==> src/rtl/fir_bus_master.sv <==
// fir_bus_master: host-side initiator turning abstract commands into FIR port bytes,
// returning filtered samples or verified coefficient readback.
module fir_bus_master #(
    parameter int unsigned Y_LAT   = 2,
    parameter int unsigned CHK_LAT = 1
) (
    input  logic       clk,
    input  logic       rst_n,
    input  logic       cmd_valid,
    output logic       cmd_ready,
    input  logic [1:0] cmd_op,
    input  logic [5:0] cmd_data,
    output logic       rsp_valid,
    input  logic       rsp_ready,
    output logic [7:0] rsp_data,
    output logic       rsp_pvalid,
    output logic       rsp_err,
    output logic [7:0] err_cnt,
    output logic [7:0] bus_out,
    output logic [1:0] sel_out,
    input  logic [7:0] filt_y,
    input  logic [7:0] filt_uio
);
    typedef enum logic [1:0] {IDLE, ISSUE, WAIT, RESP} state_t;
    state_t          state_q, state_d;
    logic [7:0]      bus_q, bus_d, rd_q, rd_d, err_q, err_d;
    logic [1:0]      sel_q, sel_d, op_q, op_d;
    logic [5:0]      data_q, data_d, chk_q, chk_d, rb;
    logic [3:0]      cnt_q, cnt_d;
    logic [3:0][5:0] sh_q, sh_d, sh_n;
    logic            rv_q, rv_d, pv_q, pv_d, re_q, re_d, last;

    assign rb   = filt_uio[7:2];
    assign last = cnt_q == (op_q == 2'd0 ? 4'(Y_LAT) : 4'(CHK_LAT));

    // shadows as they will stand once the issued command has landed in the filter
    always_comb begin
        sh_n = sh_q;
        if (op_q == 2'd1) sh_n[0] = data_q;
        else if (op_q == 2'd2) sh_n[1] = data_q;
        else if (op_q == 2'd3 && !data_q[3]) begin
            sh_n[2] = {data_q[5:3], 3'b000};
            sh_n[3] = {3'b000, data_q[2:0]};
        end else if (op_q == 2'd3)
            sh_n = data_q[5:4] == 2'd0 ? {6'd0, 6'd0, 6'd0, 6'd1} :
                   data_q[5:4] == 2'd1 ? {4{6'd1}} :
                   data_q[5:4] == 2'd2 ? {6'd1, 6'd1, 6'd2, 6'd4} :
                                         {6'd0, 6'd0, 6'h3F, 6'd1};
    end

    always_comb begin
        state_d = state_q;
        bus_d   = {2'b01, sh_q[0]};
        sel_d   = sel_q;
        op_d    = op_q;
        data_d  = data_q;
        chk_d   = chk_q;
        cnt_d   = cnt_q;
        sh_d    = sh_q;
        rv_d    = rv_q;
        rd_d    = rd_q;
        pv_d    = pv_q;
        re_d    = re_q;
        err_d   = err_q;
        case (state_q)
            IDLE: if (cmd_valid) begin
                state_d = ISSUE;
                bus_d   = {cmd_op, cmd_data};
                op_d    = cmd_op;
                data_d  = cmd_data;
                sel_d   = cmd_op == 2'd0 ? sel_q :
                          cmd_op == 2'd1 ? 2'b00 :
                          cmd_op == 2'd2 ? 2'b01 :
                          cmd_data[3]    ? 2'b01 : 2'b10;
            end
            ISSUE: begin
                state_d = WAIT;
                sh_d    = sh_n;
                bus_d   = {2'b01, sh_n[0]};
                cnt_d   = 4'd1;
                chk_d   = op_q == 2'd1 ? sh_n[0] :
                          (op_q == 2'd2 || data_q[3]) ? sh_n[1] : sh_n[2];
            end
            WAIT: if (last) begin
                state_d = RESP;
                rv_d    = 1'b1;
                rd_d    = op_q == 2'd0 ? filt_y : {2'b00, rb};
                pv_d    = op_q == 2'd0 && filt_uio[1];
                re_d    = op_q != 2'd0 && rb != chk_q;
                err_d   = (op_q != 2'd0 && rb != chk_q && err_q != 8'hFF) ? err_q + 8'd1 : err_q;
            end else cnt_d = cnt_q + 4'd1;
            RESP: if (rsp_ready) begin
                state_d = IDLE;
                rv_d    = 1'b0;
            end
            default: state_d = IDLE;
        endcase
    end

    always_ff @(posedge clk or negedge rst_n) begin
        if (!rst_n) begin
            state_q <= IDLE;
            bus_q   <= 8'h41;
            sel_q   <= 2'b00;
            op_q    <= 2'b00;
            data_q  <= 6'd0;
            chk_q   <= 6'd0;
            cnt_q   <= 4'd0;
            sh_q    <= {4{6'd1}};
            rv_q    <= 1'b0;
            rd_q    <= 8'd0;
            pv_q    <= 1'b0;
            re_q    <= 1'b0;
            err_q   <= 8'd0;
        end else begin
            state_q <= state_d;
            bus_q   <= bus_d;
            sel_q   <= sel_d;
            op_q    <= op_d;
            data_q  <= data_d;
            chk_q   <= chk_d;
            cnt_q   <= cnt_d;
            sh_q    <= sh_d;
            rv_q    <= rv_d;
            rd_q    <= rd_d;
            pv_q    <= pv_d;
            re_q    <= re_d;
            err_q   <= err_d;
        end
    end

    assign cmd_ready  = state_q == IDLE;
    assign rsp_valid  = rv_q;
    assign rsp_data   = rd_q;
    assign rsp_pvalid = pv_q;
    assign rsp_err    = re_q;
    assign err_cnt    = err_q;
    assign bus_out    = bus_q;
    assign sel_out    = sel_q;
endmodule

==> config.mk <==
export PLATFORM = sky130hd
export DESIGN_NAME = fir_bus_master
export DESIGN_NICKNAME = d
export VERILOG_FILES = /design/src/rtl/fir_bus_master.sv
export SDC_FILE = /design/constraint.sdc
export NUM_CORES = 1
export LEC_CHECK = 0
export ABC_AREA = 0
export CAP_MARGIN = 15
export CORE_MARGIN = 1.5
export CORE_UTILIZATION = 48
export CTS_BUF_LIST = sky130_fd_sc_hd__clkbuf_4 sky130_fd_sc_hd__clkbuf_8 sky130_fd_sc_hd__clkbuf_16
export CTS_CLUSTER_SIZE = 25
export DETAILED_ROUTE_END_ITERATION = 7
export GPL_TIMING_DRIVEN = 0
export PLACE_DENSITY = 0.76
export SLEW_MARGIN = 5
export SYNTH_ARGS = -nofsm -noshare
export SYNTH_HDL_FRONTEND = slang
export SYNTH_SLANG_ARGS = --single-unit
==> constraint.sdc <==
create_clock -name clk -period 1.7 [get_ports clk]
set_input_delay 0.34 -clock clk [delete_from_list [all_inputs] [get_ports clk]]
set_output_delay 0.34 -clock clk [all_outputs]
set_load 0.02 [all_outputs]
Word-level counts from Yosys, hierarchy flattened --
Index checks and enable logic that the tools add are counted.
Cells by class: $add $sub $neg 2, equal/unequal tests 17, muxes and demuxes 29, bitwise logic cells 1, reduce and logical (&&, ||, !) cells 20
Operators with widths (number):
- 18-bit two-way mux | 3
- 6-bit two-way mux | 7
- 12-bit two-way mux | 2
- 8-bit two-way mux | 2
- 8-bit case mux with 2 select lines | 1
- 2-bit two-way mux | 7
- 13-bit two-way mux | 1
- 2-bit == test, second input constant | 6
- 3-bit AND reduction | 4
- 8-bit by 1-bit adder with 8-bit output, second input constant | 1
- 2-bit by 1-bit == test with 1-bit output, second input constant | 4
- 2-bit logical NOT | 4
- 2-bit != test, second input constant | 4
- 8-bit != test, second input constant | 1
- 2-bit case mux with 4 select lines | 1
- 4-bit case mux with 2 select lines | 1
- 6-bit != test | 1
- 2-bit AND reduction | 3
- 2-bit nonzero test | 3
- 4-bit by 1-bit adder with 4-bit output, second input constant | 1
- 4-bit by 2-bit == test with 1-bit output | 1
- 1-bit logical AND | 4
- 4-bit two-way mux | 1
- 1-bit two-way mux | 2
- 4 further kinds | 4
Word-level totals: bits in registers 67, bits of input ports 28, word-level logic and storage cells 84

Logic depth before layout (Yosys ltp) --
word-level depth 10, gate-level depth with buffers 7

Worst setup path before layout --
No wires, ideal clock.
path kind reg2reg, start point register state_q[0], end point register bus_q[4] (netlist: bus_out[4]), arrival 1.587 ns, data required time 1.574 ns, setup slack -0.013 ns, cell stages (with the launch flop) 6, path buffers 1, period minus slack after synthesis 1.713 ns, path through dfrtp_1 -> inv_1 -> ha_1 -> clkbuf_1 -> nor2_1 -> a221o_1
Between the ends: longest elaborated chain between the ends 2, elaborated cells between the ends (all ways) 3, classes of those cells eq/ne (1); mux (1); reduce/logical (1)
RTL lines:
- from (decl) | RTL line 25 | state_t state_q, state_d;
- from (signal assigned) | RTL line 116 | state_q <= state_d;
- 2-bit logical NOT
- net cmd_ready | RTL line 10 | output logic cmd_ready,
- 8-bit case mux with 2 select lines | RTL line 65 | case (state_q)
- net bus_d[4] | RTL line 26 | logic [7:0] bus_q, bus_d, rd_q, rd_d, err_q, err_d;
- to (signal assigned) | RTL line 117 | bus_q <= bus_d;
- to (decl) | RTL line 26
The timed path passes the listed nets, and every way through them passes these cells. A chain may end at the register's enable or synchronous reset.

Worst setup path in the final report --
start point register op_q[0], end point register state_q[1]
Between the ends: longest elaborated chain between the ends 5
RTL lines:
- from (decl) | RTL line 27 | logic [1:0] sel_q, sel_d, op_q, op_d;
- from (signal assigned) | RTL line 119 | op_q <= op_d;
- 2-bit logical NOT | RTL line 34 | assign last = cnt_q == (op_q == 2'd0 ? 4'(Y_LAT) : 4'(CHK_LAT));
- 2-bit two-way mux | RTL line 34
- 4-bit by 2-bit == test with 1-bit output | RTL line 34
- 2-bit != test (no source line)
- 3-bit AND reduction (no source line)
Every way passes these cells.

==> qor.csv <==
stage,metric,value,unit
synthesis,syn_nets,377,
synthesis,"area leader, netlist",dfrtp_1,
global_routing,largest net degree at the start of global routing,68,
global_routing,grt ovf,0,
route,Top Layer Used,met4,
floorplan,# IOs,58,
power_and_ir_drop,Internal,5120,µW
final_layout,number of inserted diodes,0,
final_layout,filler cell count,540,
clock_network,CTS sink count,67,
floorplan,# rows,30,
global_routing,gr usage total,21.8,%
final_layout,"most common cell after layout, fill and taps aside",dfrtp_1,
sta,Final period util,100,%
placement,# port buffers,56,
power_and_ir_drop,Pwr per Cell Area,1890,nW/µm²
power_and_ir_drop,Clk network pwr share,16.7,%
synthesis,Ys Warns,0,
sta,"Slew Viols, Final",0,
power_and_ir_drop,peak supply drop,0.941,mV
final_layout,highest-count cells in the layout ignoring fill and taps,"dfrtp_1 (57), clkdlybuf4s50_1 (39), nand2_1 (38)",
floorplan,Die Y,87.7,µm
floorplan,die footprint,7690,µm²
clock_network,clock latency on the worst-skew pair,0.34,ns
route,Via density,5.47,
sta,post-layout minimum cycle time,1.71,ns
worst_setup_path,crit path DAT,1.92,ns
power_and_ir_drop,Tot Pwr,8560,µW
placement,pre-CTS setup slack,-0.522,ns
sta,RSZ-0062 raised after global routing,true,
synthesis,Synth async-reset ratio,100,%
clock_network,Clock transition at path regs,0.07,ns
route,met1 WL,3570,µm
clock_network,Root Buffer,clkbuf_8,
worst_setup_path,Setup crit end,state_q[1]$_DFFE_PN0P_,
route,DRT antenna net count,0,
synthesis,Yosys top cell area share,45.1,%
synthesis,Seq cells post-synth,67,
floorplan,Initial Util,50.1,%
worst_setup_path,FF-to-FF setup slack,-0.005,ns
floorplan,CORE AREA,6870,µm²
sta,Fin Clk Skew,0.00930,ns
worst_setup_path,Worst Setup Start Kind,flip-flop,
power_and_ir_drop,Net Sw Frac,40.2,%
power_and_ir_drop,leakage power,0.00210,µW
final_layout,share of layout cells above drive strength 1,22.4,%
power_and_ir_drop,Logic pwr share,50.6,%
sta,fmax,0.586,GHz
global_routing,initial antenna violation count,0,
synthesis,post-synthesis sequential area ratio,48.9,%
worst_setup_path,worst r2r src,op_q[0]$_DFFE_PN0P_,
power_and_ir_drop,sw power,3440,µW
route,# DRC,0,
worst_setup_path,CP required,1.91,ns
synthesis,Syn Inst Count,338,
sta,final setup margin,-0.00515,ns
global_routing,vias in the first global route,2758,
placement,gpl congestion,0.883,
worst_setup_path,CP Capture Type,flip-flop,
worst_setup_path,R2R depth,4,
sta,Fin. Hold Viols,0,
route,routed wl met3,445,µm
final_layout,nets,454,
sta,final setup fails,1,
job,total of max-cap violations,0,
route,WL per Instance,15.2,µm
worst_setup_path,crit path kind,reg -> reg,
synthesis,Mapped Area,3440,µm²
route,total number of vias,2820,
outcome,outcome,finished with violations,
route,met2 wire length,3780,µm
synthesis,post-synthesis cell type count,52,
final_layout,area grow syn2layout,31.7,%
outcome,failing checks,negative setup slack,
synthesis,Avg Synthesized Cell Area,10.2,µm²
route,TritonRoute pass-1 iters,4,
clock_network,CTS Buffer Depth,2,
clock_network,clock tree from TritonCTS,built,
floorplan,Die X,87.7,µm
clock_network,CTS Buf Count,9,
global_routing,first-pass GRT wire length,13100,µm
worst_setup_path,FF-to-FF End,state_q[1]$_DFFE_PN0P_,
route,WL final,7820,µm
sta,Slew headroom,45.2,%
clock_network,CTS HTree Levels,3,
worst_setup_path,worst-path fanout max,5,
placement,DP Wirelength,5390,µm
synthesis,largest cells by area after synthesis,"dfrtp_1 (45%), nand2_1 (4.4%), o21ai_0 (4.1%), ha_1 (4.0%), mux2_2 (3.9%)",
synthesis,Post-synth EDFFs,0,
worst_setup_path,crit path from,op_q[0]$_DFFE_PN0P_,
synthesis,main flop type after synthesis,dfrtp_1,
power_and_ir_drop,Seq pwr share,32.7,%
route,DRT iter0 DRCs,208,
hold_path,worst min path class,in -> async,
sta,worst-margin pin slew,0.822,ns
==> how the worst min path moves through the flow <==
| stage | startpoint | endpoint |
|---|---|---|
| CTS | rst_n | sh_q[7]$_DFFE_PN0P_ |
| global route | rst_n | sh_q[7]$_DFFE_PN0P_ |
| floorplan | rst_n | bus_out[1]$_DFF_PN0_ |
| global placement | sh_q[16]$_DFFE_PN0P_ | sh_q[16]$_DFFE_PN0P_ |
| finish | rst_n | sh_q[7]$_DFFE_PN0P_ |
| detailed placement | sh_q[16]$_DFFE_PN0P_ | sh_q[16]$_DFFE_PN0P_ |
==> what timing repair did <==
| action | in CTS | in global routing |
|---|---|---|
| pin swaps | 6 | 5 |
| setup endpoints to repair | 60 | 47 |
| gates resized for setup | 42 | 24 |
| hold buffers | 0 | 0 |
| setup buffers | 7 | 6 |
==> through the flow <==
stage | hold slack (ns) | setup TNS [ns] | std cells | util [%] | area [µm²]
final | 0.110 | -0.00515 | 516 | 66.0 | 4530
after global routing | 0.183 | -0.679 | 516 | 66.0 | 4530
after CTS | 0.135 | -0.0201 | 511 | 64.7 | 4440
after detailed placement | 0.470 | -15.78 | 490 | 60.0 | 4120
after global placement | 0.460 | -140.66 | 490 | 60.0 | 4120
after floorplan | 0.0444 | 0 | 338 | - | 3440
==> Yosys cell counts, types with 7 or more instances <==
master    count
nand3_1      15
mux2_2       12
mux2i_1      12
o21ai_0      28
xnor2_1       7
a21o_1        7
inv_1        13
ha_1         11
nor2_1       21
nand2_1      40
buf_2         7
a21oi_1      19
clkbuf_1      9
dfrtp_1      62
==> critical path, cell delays in order (launching register included) <==
cell and delay (ns):
dfrtp_2 0.45, nor4b_4 0.36, o21ai_4 0.12, a221oi_2 0.30, mux2_1 0.35
==> flip-flops by register name (all words and copies together) (netlist names), 4 cells and up <==
name / count
chk_q: 6
sh_q: 18
err_cnt: 8
bus_out: 8
rsp_data: 8
data_q: 6
cnt_q: 4
==> power groups by stage <==
stage | registers [µW] | clock network [µW] | logic (µW)
2_1_floorplan | 2970 | 0 | 2430
5_1_grt | 2880 | 1530 | 4790
3_3_place_gp | 2740 | 0 | 3870
6_report | 2800 | 1430 | 4330
4_1_cts | 2770 | 1450 | 4130
3_5_place_dp | 2770 | 0 | 3960
==> metal layers <==
layer,GRT usage [%],vias up
met3,4.90,4
met4,6.06,0
li1,-,1362
met5,0,-
met2,35.2,93
met1,29.6,1361
==> cell families (layout without fill, tap and decap cells) <==
| logic type | Yosys count | after routing | synth area share, % |
|---|---|---|---|
| buf+inv | 30 | 112 | 3.74 |
| fa+ha+maj | 11 | 11 | 4.00 |
| flops | 67 | 67 | 48.9 |
| simple gates | 104 | 104 | 14.4 |
| mux | 28 | 28 | 8.83 |
| compound gates | 87 | 87 | 17.3 |
| xor+xnor | 11 | 11 | 2.80 |
==> cell type report <==
class | instances | area [µm²] | area share, %
Timing Repair Buffer | 69 | 643 | 14.2
Clock buffer | 9 | 124 | 2.73
Multi-Input combinational cell | 241 | 1720 | 37.8
Inverter | 13 | 51.3 | 1.13
Clock inverter | 7 | 92.6 | 2.04
Buffer | 14 | 98.8 | 2.18
Tap cell | 96 | 120 | 2.65
Sequential cell | 67 | 1690 | 37.3
(Power assumes the default switching activity.)
